<file path="config.mk">
export PLATFORM = sky130hd
export DESIGN_NAME = pc_sequencer_flat
export DESIGN_NICKNAME = d
export VERILOG_FILES = /design/src/rtl/pc_sequencer_pkg.sv /design/src/rtl/pc_sequencer_if.sv /design/src/rtl/pc_sequencer_ras.sv /design/src/rtl/pc_sequencer.sv /design/src/flat_wrapper.sv
export SDC_FILE = /design/constraint.sdc
export NUM_CORES = 1
export LEC_CHECK = 0
export ABC_AREA = 0
export BUFFER_PORTS_ARGS = -buffer_cell sky130_fd_sc_hd__clkbuf_2
export CORE_ASPECT_RATIO = 0.5
export CORE_UTILIZATION = 47
export DETAILED_ROUTE_END_ITERATION = 7
export PLACE_DENSITY_LB_ADDON = 0.25
export SLEW_MARGIN = 20
export SYNTH_ARGS = -nofsm -noshare
export SYNTH_HDL_FRONTEND = slang
export SYNTH_SLANG_ARGS = --single-unit
export TNS_END_PERCENT = 100
</file>
<file path="constraint.sdc">
create_clock -name clk -period 2.14 [get_ports clk]
set_input_delay 0.214 -clock clk [delete_from_list [all_inputs] [get_ports clk]]
set_output_delay 0.214 -clock clk [all_outputs]
set_load 0.01 [all_outputs]
</file>
<file path="src/rtl/pc_sequencer_pkg.sv">
// Shared definitions for the MIPS fetch PC sequencer: default vectors,
// redirect-select encoding and the branch-offset helper.
package mips_pc_pkg;

  localparam logic [31:0] DEF_RESET_VEC = 32'h0000_0000;
  localparam logic [31:0] DEF_EXC_VEC   = 32'h0000_0180;

  typedef enum logic [2:0] {
    SEL_SEQ  = 3'd0,
    SEL_HOLD = 3'd1,
    SEL_BR   = 3'd2,
    SEL_J    = 3'd3,
    SEL_JR   = 3'd4,
    SEL_ERET = 3'd5,
    SEL_EXC  = 3'd6
  } sel_e;

  // Word offset field to a sign-extended byte offset.
  function automatic logic [31:0] sext_shift(input logic [15:0] imm);
    return {{14{imm[15]}}, imm, 2'b00};
  endfunction

endpackage

</file>
<file path="src/rtl/pc_sequencer_if.sv">
// Fetch/redirect bundle between the PC sequencer (master) and its
// imem / pipeline neighbours (slave).
interface pc_sequencer_if #(
  parameter int unsigned ADDR_W = 32
);
  logic [ADDR_W-1:0] pc_out;
  logic              pc_valid;
  logic              pc_ready;
  logic [ADDR_W-1:0] src_pc;
  logic              br_taken;
  logic [15:0]       br_imm;
  logic              j_en;
  logic [25:0]       j_target;
  logic              jr_en;
  logic [ADDR_W-1:0] jr_addr;
  logic              exc;
  logic              eret;
  logic              link;
  logic [ADDR_W-1:0] epc;
  logic              flush;
  logic              addr_err;
  logic [ADDR_W-1:0] ras_top;
  logic              ras_valid;

  modport master (
    output pc_out, pc_valid, epc, flush, addr_err, ras_top, ras_valid,
    input  pc_ready, src_pc, br_taken, br_imm, j_en, j_target,
           jr_en, jr_addr, exc, eret, link
  );

  modport slave (
    input  pc_out, pc_valid, epc, flush, addr_err, ras_top, ras_valid,
    output pc_ready, src_pc, br_taken, br_imm, j_en, j_target,
           jr_en, jr_addr, exc, eret, link
  );
endinterface

</file>
<file path="src/rtl/pc_sequencer_ras.sv">
// Circular return-address stack; overflow overwrites the oldest entry,
// underflowing pops are ignored. Top and valid are registered.
module pc_ras #(
  parameter int unsigned ADDR_W = 32,
  parameter int unsigned DEPTH  = 4
) (
  input  logic              clk,
  input  logic              reset,
  input  logic              i_push,
  input  logic              i_pop,
  input  logic [ADDR_W-1:0] i_data,
  output logic [ADDR_W-1:0] o_top,
  output logic              o_valid
);
  localparam int unsigned PTR_W = (DEPTH > 1) ? $clog2(DEPTH) : 1;
  localparam int unsigned CNT_W = $clog2(DEPTH + 1);

  logic [ADDR_W-1:0] r_mem [DEPTH];
  logic [PTR_W-1:0]  r_ptr;
  logic [CNT_W-1:0]  r_cnt;
  logic [ADDR_W-1:0] r_top;
  logic              r_valid;

  // r_ptr is the next write slot; the live top sits one below it.
  always_ff @(posedge clk or posedge reset) begin
    if (reset) begin
      for (int i = 0; i < int'(DEPTH); i++) r_mem[i] <= '0;
      r_ptr   <= '0;
      r_cnt   <= '0;
      r_top   <= '0;
      r_valid <= 1'b0;
    end else if (i_push) begin
      r_mem[r_ptr] <= i_data;
      r_ptr        <= r_ptr + PTR_W'(1);
      if (r_cnt != CNT_W'(DEPTH)) r_cnt <= r_cnt + CNT_W'(1);
      r_top        <= i_data;
      r_valid      <= 1'b1;
    end else if (i_pop && (r_cnt != '0)) begin
      r_ptr   <= r_ptr - PTR_W'(1);
      r_cnt   <= r_cnt - CNT_W'(1);
      r_top   <= (r_cnt == CNT_W'(1)) ? '0 : r_mem[r_ptr - PTR_W'(2)];
      r_valid <= (r_cnt != CNT_W'(1));
    end
  end

  assign o_top   = r_top;
  assign o_valid = r_valid;

endmodule

</file>
<file path="src/rtl/pc_sequencer.sv">
// MIPS fetch program counter with prioritised redirects, EPC and
// misaligned-JR reporting. Optional return-address stack under PC_RAS_EN.
module pc_sequencer
  import mips_pc_pkg::*;
#(
  parameter int unsigned       ADDR_W    = 32,
  parameter logic [ADDR_W-1:0] RESET_VEC = ADDR_W'(DEF_RESET_VEC),
  parameter logic [ADDR_W-1:0] EXC_VEC   = ADDR_W'(DEF_EXC_VEC),
  parameter int unsigned       RAS_DEPTH = 4
) (
  input  logic           clk,
  input  logic           reset,
  pc_sequencer_if.master bus
);

  logic [ADDR_W-1:0] r_pc;
  logic              r_valid;
  logic [ADDR_W-1:0] r_epc;
  logic              r_flush;
  logic              r_aerr;

  sel_e              w_sel;
  logic [ADDR_W-1:0] w_next;
  logic              w_aerr;
  logic              w_redirect;
  logic [ADDR_W-1:0] w_base;
  logic [ADDR_W-1:0] w_br_tgt;
  logic [ADDR_W-1:0] w_j_tgt;
  logic [ADDR_W-1:0] w_jr_tgt;

  assign w_base   = bus.src_pc + ADDR_W'(4);
  assign w_br_tgt = w_base + ADDR_W'($signed(sext_shift(bus.br_imm)));
  assign w_j_tgt  = {w_base[ADDR_W-1:28], bus.j_target, 2'b00};
  assign w_jr_tgt = {bus.jr_addr[ADDR_W-1:2], 2'b00};

  // Redirect priority: exc > eret > jr > j > branch, independent of pc_ready.
  always_comb begin
    w_sel  = SEL_HOLD;
    w_next = r_pc;
    w_aerr = 1'b0;
    if (bus.exc) begin
      w_sel  = SEL_EXC;
      w_next = EXC_VEC;
    end else if (bus.eret) begin
      w_sel  = SEL_ERET;
      w_next = r_epc;
    end else if (bus.jr_en) begin
      w_sel  = SEL_JR;
      w_next = w_jr_tgt;
      w_aerr = |bus.jr_addr[1:0];
    end else if (bus.j_en) begin
      w_sel  = SEL_J;
      w_next = w_j_tgt;
    end else if (bus.br_taken) begin
      w_sel  = SEL_BR;
      w_next = w_br_tgt;
    end else if (r_valid && bus.pc_ready) begin
      w_sel  = SEL_SEQ;
      w_next = r_pc + ADDR_W'(4);
    end
  end

  assign w_redirect = (w_sel != SEL_SEQ) && (w_sel != SEL_HOLD);

  always_ff @(posedge clk or posedge reset) begin
    if (reset) begin
      r_pc    <= RESET_VEC;
      r_valid <= 1'b0;
      r_epc   <= '0;
      r_flush <= 1'b0;
      r_aerr  <= 1'b0;
    end else begin
      r_pc    <= w_next & ~ADDR_W'(3);
      r_valid <= 1'b1;
      r_flush <= w_redirect;
      r_aerr  <= w_aerr;
      if (w_sel == SEL_EXC) r_epc <= bus.src_pc;
    end
  end

  assign bus.pc_out   = r_pc;
  assign bus.pc_valid = r_valid;
  assign bus.epc      = r_epc;
  assign bus.flush    = r_flush;
  assign bus.addr_err = r_aerr;

`ifdef PC_RAS_EN
  logic w_push;
  logic w_pop;

  // exc always wins selection, so pushes/pops are already blocked under it.
  assign w_push = ((w_sel == SEL_JR) || (w_sel == SEL_J)) && bus.link;
  assign w_pop  = (w_sel == SEL_JR) && !bus.link;

  pc_ras #(
    .ADDR_W (ADDR_W),
    .DEPTH  (RAS_DEPTH)
  ) u_ras (
    .clk     (clk),
    .reset   (reset),
    .i_push  (w_push),
    .i_pop   (w_pop),
    .i_data  (w_base),
    .o_top   (bus.ras_top),
    .o_valid (bus.ras_valid)
  );
`else
  logic [1:0] w_unused_ras;
  assign w_unused_ras  = {bus.link, RAS_DEPTH == 0};
  assign bus.ras_top   = '0;
  assign bus.ras_valid = 1'b0;
`endif

endmodule

</file>
<file path="src/flat_wrapper.sv">
// flat-port wrapper written by rule: the top's interface ports become plain ports
module pc_sequencer_flat import mips_pc_pkg::*;
#(
  parameter int unsigned       ADDR_W    = 32,
  parameter logic [ADDR_W-1:0] RESET_VEC = ADDR_W'(DEF_RESET_VEC),
  parameter logic [ADDR_W-1:0] EXC_VEC   = ADDR_W'(DEF_EXC_VEC),
  parameter int unsigned       RAS_DEPTH = 4
)
  (clk, reset, bus_pc_out, bus_pc_valid, bus_epc, bus_flush, bus_addr_err, bus_ras_top, bus_ras_valid, bus_pc_ready, bus_src_pc, bus_br_taken, bus_br_imm, bus_j_en, bus_j_target, bus_jr_en, bus_jr_addr, bus_exc, bus_eret, bus_link);
  pc_sequencer_if #(.ADDR_W(ADDR_W)) bus_i ();
  input  logic clk;
  input  logic reset;
  output wire logic [$bits(bus_i.pc_out)-1:0] bus_pc_out;
  output wire logic [$bits(bus_i.pc_valid)-1:0] bus_pc_valid;
  output wire logic [$bits(bus_i.epc)-1:0] bus_epc;
  output wire logic [$bits(bus_i.flush)-1:0] bus_flush;
  output wire logic [$bits(bus_i.addr_err)-1:0] bus_addr_err;
  output wire logic [$bits(bus_i.ras_top)-1:0] bus_ras_top;
  output wire logic [$bits(bus_i.ras_valid)-1:0] bus_ras_valid;
  input wire logic [$bits(bus_i.pc_ready)-1:0] bus_pc_ready;
  input wire logic [$bits(bus_i.src_pc)-1:0] bus_src_pc;
  input wire logic [$bits(bus_i.br_taken)-1:0] bus_br_taken;
  input wire logic [$bits(bus_i.br_imm)-1:0] bus_br_imm;
  input wire logic [$bits(bus_i.j_en)-1:0] bus_j_en;
  input wire logic [$bits(bus_i.j_target)-1:0] bus_j_target;
  input wire logic [$bits(bus_i.jr_en)-1:0] bus_jr_en;
  input wire logic [$bits(bus_i.jr_addr)-1:0] bus_jr_addr;
  input wire logic [$bits(bus_i.exc)-1:0] bus_exc;
  input wire logic [$bits(bus_i.eret)-1:0] bus_eret;
  input wire logic [$bits(bus_i.link)-1:0] bus_link;
  assign bus_pc_out = bus_i.pc_out;
  assign bus_pc_valid = bus_i.pc_valid;
  assign bus_epc = bus_i.epc;
  assign bus_flush = bus_i.flush;
  assign bus_addr_err = bus_i.addr_err;
  assign bus_ras_top = bus_i.ras_top;
  assign bus_ras_valid = bus_i.ras_valid;
  assign bus_i.pc_ready = bus_pc_ready;
  assign bus_i.src_pc = bus_src_pc;
  assign bus_i.br_taken = bus_br_taken;
  assign bus_i.br_imm = bus_br_imm;
  assign bus_i.j_en = bus_j_en;
  assign bus_i.j_target = bus_j_target;
  assign bus_i.jr_en = bus_jr_en;
  assign bus_i.jr_addr = bus_jr_addr;
  assign bus_i.exc = bus_exc;
  assign bus_i.eret = bus_eret;
  assign bus_i.link = bus_link;
  pc_sequencer #(.ADDR_W(ADDR_W), .RESET_VEC(RESET_VEC), .EXC_VEC(EXC_VEC), .RAS_DEPTH(RAS_DEPTH)) u_core (.clk(clk), .reset(reset), .bus(bus_i));
endmodule
</file>
==> metrics.md, run 1 <==
| Metric | Value |
|---|---|
| Slew @ Worst Pin | `roughly 1300 ps` |
| Die W | `168.3 µm` |
| Worst R2R Start | `u_core.bus.pc_out[2]` |
| Worst Path Arrival | `about 3600 ps` |
| DIE AREA | `between 10000 and 15000 µm²` |
| Initial DRC Count | `between 1k and 1.5k` |
| Post-synth EDFFs | `0` |
| Max Cap Viol | `0` |
| RSZ-0062 raised after global routing | `yes` |
| I/O Pins | `approximately 220` |
| Clock transition at path regs | `about 70 ps` |
| Yosys warning total | `0` |
| Clk sink count | `between 60 and 70` |
| Worst Hold Depth | `2` |
| Outcome | `complete, but fails checks` |
| Final WS setup | `-1209 ps` |
| Mean Syn Cell Area | `about 8 µm²` |
| Fmax | `0.2986 GHz` |
| Clk_skew | `13.37 ps` |
| Design area | `between 10000 and 15000 µm²` |
| Post-layout min period | `around 3300 ps` |
| Port Buf Inserts | `between 150 and 200` |
| Finished Core Util | `about four fifths` |
| R2R Path End | `u_core.bus.pc_out[14]` |
| First-pass GRT wire length | `roughly 43 mm` |
| Ys flop type | `dfrtp_1` |
| First-pass detailed-route iteration total | `8` |
| GRT Total Usage | `between 30% and 40%` |
| Initial Utilization | `approximately half` |
| Grt total ovfl | `0` |
| FF-to-FF setup slack | `-400 ps` |
| Worst path required time | `2420 ps` |
| DR WL/cell | `24.43 µm` |
| Reg2Reg Depth | `11` |
| Vias post-DR | `approximately 8.7k` |
| Crit path launch type | `input port` |
| Num CTS Buffers | `9` |
| N_diodes | `0` |
| Core Box Area | `~13000 µm²` |
| H-tree levels | `3` |
| Critical path type | `input port to flip-flop` |
| Num rows | `29` |
| Die Y | `roughly 85 µm` |
| Layout fillers | `810` |
| Final setup vio count | `29` |
| Post-Syn Area | `6502 µm²` |
| Max Buffers Root-to-Sink | `2` |
| Clock Latency Late Sink | `350 ps` |
| Final GP Congestion | `0.9703` |
| Hold Violations, Final | `0` |
| Final wirelength | `~33 mm` |
| Number of global-route vias before repair | `between 7k and 8k` |
| Synth Instances | `a little under 800` |
| Final net count | `roughly 1.3k` |
| Static leakage | `a little under 5 nW` |
| Final Slew Violations | `0` |
| Slew margin rel. | `a little under a tenth` |
| Max IR drop VDD | `0.4045 mV` |
| Crit share post-route | `156.5%` |
| Largest net degree at the start of global routing | `46` |
| Hold Crit Class | `input port to flip-flop` |
| Root Driver | `clkbuf_16` |
| Area grow syn2layout | `61.80%` |
| CTS tree | `done` |
| Reg area | `1627 µm²` |
| DP Wirelength | `~21 mm` |
| CP Max Fanout | `5` |
| Multi-input logic area | `between 5000 and 6000 µm²` |
| CP Capture Type | `flip-flop` |
| Antenna violations before repair | `1` |
| DRC | `35` |
| Sequential area share after synthesis | `25.01%` |
| Antenna-violating nets left | `0` |
| Yosys cell types | `between 70 and 80` |
| HP Start | `bus_src_pc[1]` |
| Post-synth ARST share | `100.0%` |
| Failing checks | `DRC, setup timing` |
| Hold EP | `u_core.bus.epc[1]` |
| Flip-flop and latch count after synthesis | `65` |
| Share of cells above drive strength 1 | `around half` |
| DP Area | `just over 9000 µm²` |
| Vias per inst | `about 6.3` |
| Pwr/cell area | `545.9 nW/µm²` |
sequential cells by signal, summed over array words and instances (netlist names):
name                 count
u_core.bus.pc_valid      1
u_core.bus.pc_out       30
u_core.bus.addr_err      1
u_core.bus.epc          32
u_core.bus.flush         1
cells by family after synthesis:
logic type	Yosys count	share of synthesized area, %
compound gates	230	23.34
xor+xnor	73	9.833
fa+ha+maj	37	7.235
buf+inv	92	8.870
flops	65	25.01
mux	36	6.157
other cells	2	0.1155
simple gates	259	19.43
area by class of cell:
type / count / share of cell area, %
repair buffers: 421 / 27.99
well taps: 170 / 2.022
flip-flops and latches: 65 / 15.46
clock inverters: 7 / 0.9514
clock buffers: 9 / 2.141
multi-input cells: 671 / 50.51
inverters: 24 / 0.9276
layout by cell type (no fill, tap or decap), drive strengths merged, types with 7 or more instances in the layout:
| cell | n |
|---|---|
| and3 | 8 |
| xor2 | 19 |
| ha | 36 |
| dfrtp | 65 |
| a21o | 8 |
| o21ai | 59 |
| buf | 251 |
| nand4 | 23 |
| a211oi | 10 |
| o21a | 9 |
| mux2 | 32 |
| inv | 24 |
| o211ai | 8 |
| nand3 | 30 |
| a21oi | 65 |
| a221oi | 9 |
| a22o | 7 |
| nor3 | 19 |
| nand2 | 71 |
| clkbuf | 178 |
| xnor2 | 54 |
| nor2 | 66 |
| nand2b | 12 |
| conb | 36 |
| o22ai | 9 |
layer usage:
layer | up-vias | part of all wire, % | global-route usage [%]
li1 | 3637 | - | -
met1 | 3956 | 36 | 50.64
met2 | 794 | 42 | 64.39
met3 | 281 | 14 | 10.07
met4 | 4 | 8.0 | 12.89
met5 | - | 0.38 | 0
how the worst max path moves through the flow:
stage | end | startpoint | cells after the start
after global placement | u_core.bus.pc_out[30] | bus_src_pc[11] | 17
after global routing | u_core.bus.pc_out[28] | bus_src_pc[5] | 16
after floorplan | u_core.bus.pc_out[26] | bus_src_pc[11] | 16
after detailed placement | u_core.bus.pc_out[26] | bus_src_pc[11] | 17
final | u_core.bus.pc_out[28] | bus_src_pc[5] | 16
after CTS | u_core.bus.pc_out[26] | bus_src_pc[10] | 17
Yosys cell counts, types with 3 or more instances:
| cell type | n | area share, % |
|---|---|---|
| nand2_1 | 71 | 4.1 |
| nor2_1 | 66 | 3.8 |
| dfrtp_1 | 65 | 25 |
| a21oi_1 | 64 | 4.9 |
| o21ai_0 | 54 | 4.2 |
| xnor2_1 | 54 | 7.3 |
| ha_1 | 36 | 6.9 |
| buf_4 | 35 | 4.0 |
| mux2_2 | 32 | 5.5 |
| nand3_1 | 30 | 2.3 |
| nand4_1 | 23 | 2.2 |
| inv_1 | 22 | 1.3 |
| clkbuf_1 | 19 | 1.1 |
| xor2_1 | 19 | 2.6 |
| nor3_1 | 17 | 1.3 |
| nand2b_1 | 12 | 1.2 |
| a211oi_1 | 10 | 1.2 |
| o21a_1 | 9 | 1.0 |
| o22ai_1 | 9 | 0.87 |
| a221oi_1 | 8 | 1.1 |
| and3_1 | 8 | 0.77 |
| o211ai_1 | 8 | 0.92 |
| a21o_1 | 7 | 0.81 |
| a22o_1 | 7 | 0.94 |
| a221o_1 | 6 | 0.92 |
| nor2b_1 | 6 | 0.58 |
| o21bai_1 | 6 | 0.69 |
| o221ai_1 | 6 | 0.81 |
| and4_1 | 5 | 0.67 |
| buf_2 | 5 | 0.38 |
| mux2i_1 | 4 | 0.62 |
| nor4_1 | 4 | 0.38 |
| o2111ai_1 | 4 | 0.54 |
| or2_2 | 4 | 0.38 |
| or3_1 | 4 | 0.38 |
| a222oi_1 | 3 | 0.46 |
| buf_6 | 3 | 0.52 |
| o21ai_2 | 3 | 0.40 |
| o31a_1 | 3 | 0.40 |
critical path, cell delays in order:
cell and delay (ps):
buf_6 70, and3_4 210, nand3_4 130, nor2_2 160, xor2_1 650, ha_1 320
o21ai_0 200, a21oi_2 260, o21ai_4 120, o311a_4 420, o21ai_4 170, buf_6 130
nand3_2 60, a21oi_2 170, mux2i_1 210, a21o_1 120
through the flow:
stage                     power (mW)  hold slack [ps]  setup WS, ps  setup TNS (ps)  cells
after global routing           5.914            121.5         -1218          -23570   1367
after detailed placement       3.444            272.4         -1527          -26200   1316
after CTS                      5.327            94.43        -898.1          -12240   1351
after global placement         3.417            252.3         -1361          -24380   1316
after floorplan                2.559            331.0        -848.7           -9733    828
final                          5.744            113.7         -1209          -23770   1367
repair_timing:
action | in CTS | in global routing
pin swaps | 75 | 90
cloned | 0 | 0
gates resized for setup | 97 | 89
hold buffers | 1 | 0
setup endpoints to repair | 25 | 28
endpoints found under the hold margin | 20 | 0
setup buffers | 18 | 18
power by group:
part | switching (mW) | internal [mW]
Combinational | 1.37 | 1.17
Sequential | 0.142 | 1.35
Clock | 0.683 | 1.03
No activity file was read; power rests on OpenSTA's default activity.
==> run 2: changes to the inputs <==
--- a/config.mk
+++ b/config.mk
@@ -8,7 +8,7 @@
 export ABC_AREA = 0
 export BUFFER_PORTS_ARGS = -buffer_cell sky130_fd_sc_hd__clkbuf_2
 export CORE_ASPECT_RATIO = 0.5
-export CORE_UTILIZATION = 47
+export CORE_UTILIZATION = 50
 export DETAILED_ROUTE_END_ITERATION = 7
 export PLACE_DENSITY_LB_ADDON = 0.25
 export SLEW_MARGIN = 20
==> constraint.sdc (replaced) <==
create_clock -name clk -period 4.1 [get_ports clk]
set_input_delay 0.41 -clock clk [delete_from_list [all_inputs] [get_ports clk]]
set_output_delay 0.41 -clock clk [all_outputs]
set_load 0.01 [all_outputs]
==> metrics.md, run 2 (synthesized netlist as in run 1, its figures left out) <==
| Metric | Value |
|---|---|
| Outcome | `complete, but fails checks` |
| Failing checks | `DRC` |
| Root Driver | `clkbuf_16` |
| N_diodes | `0 (unchanged)` |
| Vias per inst | `6.115 (-3.6%)` |
| Clock power share | `31.7% (+1.8 points)` |
| Commonest non-fill, non-tap cell in the layout | `clkbuf_2` |
| Clk sink count | `65 (unchanged)` |
| Initial DRC Count | `701 (-43%)` |
| Grt total ovfl | `0 (unchanged)` |
| Num CTS Buffers | `9 (unchanged)` |
| CTS tree | `done` |
| Fmax | `~0.26 GHz` |
| First-pass GRT wire length | `33.40 mm (-22%)` |
| Final setup vio count | `0 (-100%)` |
| Slew margin rel. | `24.37% (+15 points)` |
| Switching share of total power | `36.76% (-1.5 points)` |
| Clk_skew | `5.769 ps (-7.600 ps)` |
| FF-to-FF setup slack | `1270 ps (+1670 ps)` |
| DIE AREA | `13490 µm² (-5.9%)` |
| Post-layout min period | `3780 ps` |
| Area grow syn2layout | `17.91%` |
| Crit-path slowest cell | `or3_1` |
| Sequential Power Share | `34.7% (+8.8 points)` |
| Die Y | `82.64 µm (-3.0%)` |
| Hold Violations, Final | `0 (unchanged)` |
| Final wirelength | `22.17 mm (-34%)` |
| Buf/Inv on CP | `3 (+1)` |
| Commonest non-fill, non-tap cells in the layout | `178 x clkbuf_2, 71 x nand2_1, 66 x nor2_1` |
| Largest register FFs | `32 (unchanged)` |
| GRT Total Usage | `32.90% (-6.3 points)` |
| Initial Utilization | `51.35% (+1.6 points)` |
| First-pass detailed-route iteration total | `8 (unchanged)` |
| Max IR drop VDD | `0.1848 mV (-54%)` |
| Vias post-DR | `6989 (-19%)` |
| Clock Latency Late Sink | `340 ps (about the same)` |
| Crit path launch type | `input port` |
| Cell family with most CP delay | `compound AO/OA/AOI/OAI gates` |
| Pwr/cell area | `299.0 nW/µm² (-45%)` |
| Number of global-route vias before repair | `6248 (-20%)` |
| H-tree levels | `3 (unchanged)` |
| I/O Pins | `215 (unchanged)` |
| CP Cell Sequence | `clkbuf_2, nand3_1, or3_1, nor3_2, buf_4, nand4_1, xnor2_1, ha_1, a21oi_1, o21ai_0, a2111oi_1, buf_4, nand3_1, o2111ai_1, a21oi_1, xnor2_1, a21oi_1, o21ai_1` |
| Largest net degree at the start of global routing | `36 (-22%)` |
| Slew @ Worst Pin | `1120 ps (-228.1 ps)` |
| Core Box Area | `12660 µm² (-3.1%)` |
| Port Buf Inserts | `178 (unchanged)` |
| Reg2Reg Depth | `8 (-3)` |
| Critical path type | `input port to flip-flop` |
| Design area | `7667 µm² (-27%)` |
| DP Area | `7397 µm² (-18%)` |
| Antenna-violating nets left | `0 (unchanged)` |
| DR WL/cell | `19.39 µm (-21%)` |
| R2R Path End | `u_core.bus.pc_out[25]` |
| Antenna violations before repair | `0 (-1)` |
| Static leakage | `3.477 nW (-29%)` |
| Num rows | `29 (unchanged)` |
| Worst R2R Start | `u_core.bus.pc_out[4]` |
| NetSw | `842.9 µW (-62%)` |
| DP Wirelength | `16.93 mm (-19%)` |
| Final net count | `1121 (-17%)` |
| Logic gate share of total power | `33.6% (-11 points)` |
| Final Slew Violations | `0 (unchanged)` |
| Worst path required time | `4320 ps (+1900 ps)` |
| Max Cap Viol | `0 (unchanged)` |
| Max Buffers Root-to-Sink | `2 (unchanged)` |
| DRC | `4 (-89%)` |
| CP Max Fanout | `6 (+1)` |
| Die W | `163.3 µm (-3.0%)` |
| Crit path top cell by count | `a21oi_1` |
| Hold Crit Class | `input port to asynchronous set/reset pin` |
| Worst hold slack | `172.8 ps (+59.10 ps)` |
| Crit share post-route | `92.20%` |
| Worst Path Arrival | `4000 ps (+370 ps)` |
| CP Capture Type | `flip-flop` |
| RSZ-0062 raised after global routing | `no` |
| Int Pwr | `1.450 mW (-59%)` |
| Final GP Congestion | `0.9352 (-3.6%)` |
| Clock transition at path regs | `60 ps (about the same)` |
| CP max stage delay | `470 ps (-180 ps)` |
| Share of cells above drive strength 1 | `26.82% (-24 points)` |
==> run 2: cell count changes in the layout (fill, tap and decap cells not counted), moves of 18 or more <==
cell	previous run	this run
buf_4	207	20
buf_6	37	0
o21ai_0	23	54
a21oi_1	39	64
a21oi_2	18	0
o21ai_1	20	2
==> run 2: worst max-delay path by stage <==
| stage | depth (start not counted) | slack, ps | to | from |
|---|---|---|---|---|
| after floorplan | 17 | 570 | u_core.bus.pc_out[31] | bus_src_pc[10] |
| after global routing | 18 | 20 | u_core.bus.pc_out[31] | bus_src_pc[7] |
| after detailed placement | 18 | -0.2 | u_core.bus.pc_out[31] | bus_src_pc[7] |
| after CTS | 18 | 330 | u_core.bus.pc_out[31] | bus_src_pc[7] |
| final | 18 | 320 | u_core.bus.pc_out[31] | bus_src_pc[7] |
| after global placement | 18 | 40 | u_core.bus.pc_out[31] | bus_src_pc[7] |
==> run 2: area by class of cell <==
cell class / instances / area, µm²
Inverter: 24 / 90.09
Multi-Input combinational cell: 671 / 4433
Fill cell: 1186 / 4996
Clock buffer: 12 / 246.5
Timing Repair Buffer: 198 / 1041
Clock inverter: 3 / 17.52
Tap cell: 170 / 212.7
Sequential cell: 65 / 1627
==> run 2: timing repair <==
item	CTS	global route
endpoints found under the setup margin	0	2
hold buffers	0	0
resized for setup	0	2
buffers inserted	0	0
==> run 2: power by group through the flow <==
| stage | registers (mW) | clock network, mW | logic, mW |
|---|---|---|---|
| 6_report | 0.797 | 0.727 | 0.770 |
| 5_1_grt | 0.805 | 0.759 | 0.843 |
| 4_1_cts | 0.794 | 0.735 | 0.757 |
| 3_5_place_dp | 0.804 | 0 | 0.752 |
| 3_3_place_gp | 0.802 | 0 | 0.740 |
| 2_1_floorplan | 0.804 | 0 | 0.496 |
==> run 2: layer usage <==
metal	share of wire [%]	global-route usage [%]	vias up
li1	-	-	3196
met1	43	45.21	3275
met2	43	51.61	460
met3	11	6.543	58
met4	2.2	11.50	0
met5	0	0	-
==> run 2: worst register-to-register path: cells and delay by family (launching register included) <==
family / cells / cell delay (ps)
AO/OA/AOI/OAI: 1 / 340
XOR/XNOR: 1 / 160
flip-flops: 1 / 500
AND/OR/NAND/NOR: 6 / 1690
==> run 2: per-stage QoR <==
stage	power (mW)	worst slack [ps]	setup TNS (ps)	cells	utilization, %
finish	2.293	319.9	0	1143	60.55
global route	2.407	22.94	0	1143	60.55
CTS	2.286	331.8	0	1143	60.50
detailed placement	1.556	-0.1918	-0.1918	1128	58.41
global placement	1.542	35.78	0	1128	58.41
floorplan	1.299	573.9	0	828	-
